**config.mk**
```make
export PLATFORM = sky130hd
export DESIGN_NAME = imm_ext_pipe
export DESIGN_NICKNAME = d
export VERILOG_FILES = /design/src/rtl/imm_ext_pipe.sv
export SDC_FILE = /design/constraint.sdc
export NUM_CORES = 1
export LEC_CHECK = 0
export ABC_AREA = 1
export CAP_MARGIN = 20
export CORE_MARGIN = 5
export CORE_UTILIZATION = 45
export CTS_BUF_LIST = sky130_fd_sc_hd__clkbuf_2 sky130_fd_sc_hd__clkbuf_4 sky130_fd_sc_hd__clkbuf_8
export DETAILED_ROUTE_END_ITERATION = 7
export PLACE_DENSITY = 0.73
export REMOVE_ABC_BUFFERS = 1
export SYNTH_ARGS = -nofsm -noshare
export SYNTH_HDL_FRONTEND = slang
export SYNTH_SLANG_ARGS = --single-unit
```
**constraint.sdc**
```tcl
create_clock -name clk -period 4 [get_ports clk]
set_input_delay 0.8 -clock clk [delete_from_list [all_inputs] [get_ports clk]]
set_output_delay 0.8 -clock clk [all_outputs]
set_load 0.1 [all_outputs]
```
**src/rtl/imm_ext_pipe.sv**
```systemverilog
// Pipelined immediate-extension unit for the decode->execute path.
// Extends an immediate in one of five modes and carries it through STAGES valid/ready register stages.
module imm_ext_pipe #(
    parameter int unsigned IMM_W  = 16,
    parameter int unsigned DATA_W = 32,
    parameter int unsigned STAGES = 1
) (
    input  logic              clk,
    input  logic              reset,
    input  logic              in_valid,
    output logic              in_ready,
    input  logic [IMM_W-1:0]  imm,
    input  logic [2:0]        extop,
    input  logic [DATA_W-1:0] pc_plus4,
    input  logic              flush,
    output logic              out_valid,
    input  logic              out_ready,
    output logic [DATA_W-1:0] out_data,
    output logic              out_illegal
);

    localparam int unsigned EXT_W = DATA_W - IMM_W;

    logic [STAGES-1:0] valid;
    logic [STAGES-1:0] ready;
    logic [STAGES-1:0] stage_ill;
    logic [DATA_W-1:0] stage_data [STAGES];

    logic [DATA_W-1:0] z_ext;
    logic [DATA_W-1:0] s_ext;
    logic [DATA_W-1:0] ext_data;
    logic              ext_ill;

    // Extension result, computed in front of stage 0
    always_comb begin
        z_ext    = {{EXT_W{1'b0}}, imm};
        s_ext    = {{EXT_W{imm[IMM_W-1]}}, imm};
        ext_data = '0;
        ext_ill  = 1'b0;
        case (extop)
            3'd0:    ext_data = z_ext;
            3'd1:    ext_data = s_ext;
            3'd2:    ext_data = {imm, {EXT_W{1'b0}}};
            3'd3:    ext_data = s_ext << 2;
            3'd4:    ext_data = pc_plus4 + (s_ext << 2);
            default: ext_ill  = 1'b1;
        endcase
    end

    for (genvar k = 0; k < STAGES; k++) begin : g_stage
        logic              prev_valid;
        logic [DATA_W-1:0] prev_data;
        logic              prev_ill;
        logic              v_q;
        logic [DATA_W-1:0] d_q;
        logic              i_q;

        if (k == 0) begin : g_head
            assign prev_valid = in_valid;
            assign prev_data  = ext_data;
            assign prev_ill   = ext_ill;
        end else begin : g_body
            assign prev_valid = valid[k-1];
            assign prev_data  = stage_data[k-1];
            assign prev_ill   = stage_ill[k-1];
        end

        // Unrolled ready chain: a stage can move if any stage downstream has a bubble
        assign ready[k] = out_ready | ~(&valid[STAGES-1:k]);

        always_ff @(posedge clk) begin
            if (reset) begin
                v_q <= 1'b0;
                d_q <= '0;
                i_q <= 1'b0;
            end else begin
                if (flush) begin
                    v_q <= 1'b0;
                end else if (ready[k]) begin
                    v_q <= prev_valid;
                end
                if (ready[k] && prev_valid) begin
                    d_q <= prev_data;
                    i_q <= prev_ill;
                end
            end
        end

        assign valid[k]      = v_q;
        assign stage_data[k] = d_q;
        assign stage_ill[k]  = i_q;
    end

    assign in_ready    = ready[0];
    assign out_valid   = valid[STAGES-1];
    assign out_data    = stage_data[STAGES-1];
    assign out_illegal = stage_ill[STAGES-1];

endmodule
```
==> impl_metrics.py <==
metrics = {
    "outcome": {
        "status": "complete, no violations",
    },
    "detailed_routing": {
        "drc": 0,
        "vias": 4875,
        "wl_per_cell_um": 15.9,
        "dr.pass1.iters": 6,
        "postRouteAntennaNets": 0,
        "drtIter0Drc": 307,
        "drt-total-wl_um": 14600,
        "vias_per_cell": 5.33,
    },
    "sta": {
        "slew_headroom": 0.337,
        "tightest_slew_ps": 991,
        "finalSetupTns_ps": 0,
        "setup_viol": 0,
        "fin_crit_ps": 2880,
        "period_share": 0.719,
        "final_hold_viol_count": 0,
        "finClkSkew_ps": 5.65,
        "slew_violations": 0,
        "rsz0062_at_grt": "false",
        "fmax_mhz": 347,
        "worst_slack_ps": 1120,
    },
    "clock_network": {
        "cts.sink_count": 34,
        "postCtsResizedCells": 0,
        "cts_buffer_depth": 2,
        "clkLatencyLatePin_ps": 300,
        "numCtsBuffers": 5,
        "post_cts_buffers": 0,
        "cts_tree": "done",
        "clk_pin_slew_ps": 80,
        "ctsHoldBuffers": 0,
        "cts_max_level": 2,
        "cts_root_buf": "clkbuf_8",
    },
    "grt": {
        "grt_pass1_vias": 4729,
        "grt_overflow": 0,
        "grt_pass1_wl_um": 23400,
        "grt_usage": 0.257,
        "grt_max_degree": 35,
        "antenna_found_initial": 0,
    },
    "floorplan": {
        "top_level_ports": 91,
        "core_area_um2": 8720,
        "rows": 34,
        "dieArea_um2": 11000,
        "die_h_um": 105,
        "start_util": 0.464,
        "die_w_um": 105,
    },
    "finish": {
        "fill_cells": 927,
        "stdcell_count": 915,
        "drive_gt1_frac": 0.0781,
        "fin_area_um2": 5170,
        "seq_area_um2": 681,
        "nets": 892,
        "n_antenna_cell": 0,
        "area_delta_synth_final_pct": 28.0,
        "finalCoreUtilization": 0.593,
        "multi_input_area_um2": 2830,
    },
    "logic_synthesis": {
        "synth_fa_ha_area_frac": 0.0947,
        "yosysTopAreaCell": "nand2_1",
        "async_reset_ff_frac": 0,
        "yosysSeqAreaShare": 0.168,
        "syn_area_um2": 4040,
        "synth_top_flop_cell": "dfxtp_1",
        "synth.area.mux_share": 0,
        "synth_common_cells": "nand2_1, inv_1, nand3_1",
        "yosysTopAreaCellShare": 0.260,
        "yosysMostFrequentCell": "nand2_1",
        "synth_top_family_by_area": "simple AND/OR/NAND/NOR gates",
        "synth_compound_area_frac": 0.135,
        "netlist_instances": 720,
        "ys_warn_count": 0,
        "yosys.area_share.simple": 0.458,
        "synth_xor_area_frac": 0.0108,
        "synth-edff-count": 0,
        "ys_seq_elements": 34,
        "ys_types": 38,
        "synth_area_leaders": "nand2_1, dfxtp_1, inv_1",
        "synth.avg_cell_area_um2": 5.61,
    },
    "place": {
        "dp.cells": 907,
        "dp_slack_ps": 820,
        "dp_hpwl_um": 12000,
        "routabilityCongestion": 1.00,
        "port_buffers": 90,
        "dpl-instance-area_um2": 5040,
    },
    "worst_setup_path": {
        "r2r-start": "out_valid$_SDFFE_PP0N_",
        "cp.required_ps": 4230,
        "critical_path.cell_chain": "clkdlybuf4s50_1 > ha_1 > nand2_2 > nor2_2 > nand2_1 > nand2_1 > nand2_1 > nand2_2 > or2_1 > nand3_1 > nand3_1 > nand2_1 > a21oi_1",
        "setup.worst_path.start_class": "input port",
        "slowest_stage": "clkdlybuf4s50_1",
        "slowest_delay_ps": 570,
        "crit_path_end_kind": "flip-flop",
        "critical_path_arrival_ps": 3110,
        "path_class": "in2reg",
        "worstPathMaxFanout": 4,
        "rrSetupSlack_ps": 2390,
        "cp_top_family": "simple AND/OR/NAND/NOR gates",
        "reg2reg_depth": 5,
        "r2r-end": "out_data[19]$_SDFFE_PP0P_",
        "crit_top_cell": "nand2_1",
        "path_buf_inv": 1,
    },
    "hold_path": {
        "whs_endpoint": "out_data[11]$_SDFFE_PP0P_",
        "hold_depth": 2,
        "min_path_type": "reg2reg",
        "min-delay-start": "out_data[11]$_SDFFE_PP0P_",
    },
    "flow_run": {
        "max_cap_violations": 0,
    },
    "pwr": {
        "ir_drop_v": 0.000191,
        "p_per_area_nw_per_um2": 277,
        "cellLeakagePower_nw": 2.60,
    },
}
[state kept, by name, summed over array words and instances (netlist names)]
register     count
out_illegal      1
out_data        32
out_valid        1
[metal layers]
layer	wire [um]	up-vias	track usage
met3	1090	39	0.0456
met2	6880	225	0.452
met1	6260	2171	0.322
li1	-	2440	-
met5	0	-	0
met4	355	0	0.0676
[tightest hold or removal path: stages, from the launching register on]
cell and delay [ps]:
dfxtp_1 310, nand2_1 60, a21oi_1 50
[where the power goes]
part / internal [W] / switching, W / leakage (nW) / total, W
logic: 0.000219 / 0.000452 / 2.26 / 0.000671
registers: 0.000355 / 0.0000101 / 0.277 / 0.000365
clock network: 0.000250 / 0.000146 / 0.0683 / 0.000396
[area by class of cell]
cell class                 count  share of cell area
timing repair buffer          94               0.179
tap                          108              0.0261
multi-input combinational    547               0.546
clock inverter                 3              0.0133
inverter                     124              0.0900
clock buffer                   5              0.0133
sequential                    34               0.132
[worst max-delay path by stage]
stage                                 startpoint                         to  slack [ps]  depth (start not counted)
final                                     imm[4]  out_data[17]$_SDFFE_PP0P_        1120                         13
after global routing                     imm[15]  out_data[21]$_SDFFE_PP0P_         930                         14
after CTS                                imm[15]  out_data[21]$_SDFFE_PP0P_        1140                         14
after detailed placement                 imm[15]  out_data[21]$_SDFFE_PP0P_         820                         14
after global placement                   imm[15]  out_data[21]$_SDFFE_PP0P_         840                         14
after floorplan           out_valid$_SDFFE_PP0N_   out_illegal$_SDFFE_PP0P_         470                          5
[cell usage in the layout (no fill, tap or decap), drive strengths merged]
cell type	n
nand4	7
or2	8
buf	5
clkbuf	5
nand2	292
xor2	1
nand3b	2
clkdlybuf4s50	89
o21ai	17
a31oi	1
dfxtp	34
and2	4
xnor2	4
a21o	1
clkinv	1
o221ai	8
ha	29
a211oi	1
nor3	5
nand3	62
o211ai	2
inv	124
nor2	39
fa	1
o21bai	4
o22ai	3
a21oi	56
bufinv	2
[cells by family (layout without fill, tap and decap cells)]
kind of cell               count (synthesis)  count (layout)
and+or+nand+nor                          419             419
buffers and inverters                    139             226
AOI/OAI and AO/OA                         93              93
DFF                                       34              34
adders and majority gates                 30              30
xor gates and xnor gates                   5               5
[through the flow]
| stage | hold WS (ps) | total power (W) |
|---|---|---|
| 5_1_grt | 489 | 0.00151 |
| 3_5_place_dp | 459 | 0.00104 |
| 2_1_floorplan | 862 | 0.000821 |
| 4_1_cts | 471 | 0.00143 |
| 6_report | 466 | 0.00143 |
| 3_3_place_gp | 453 | 0.00103 |
No activity file was read; power rests on OpenSTA's default activity.
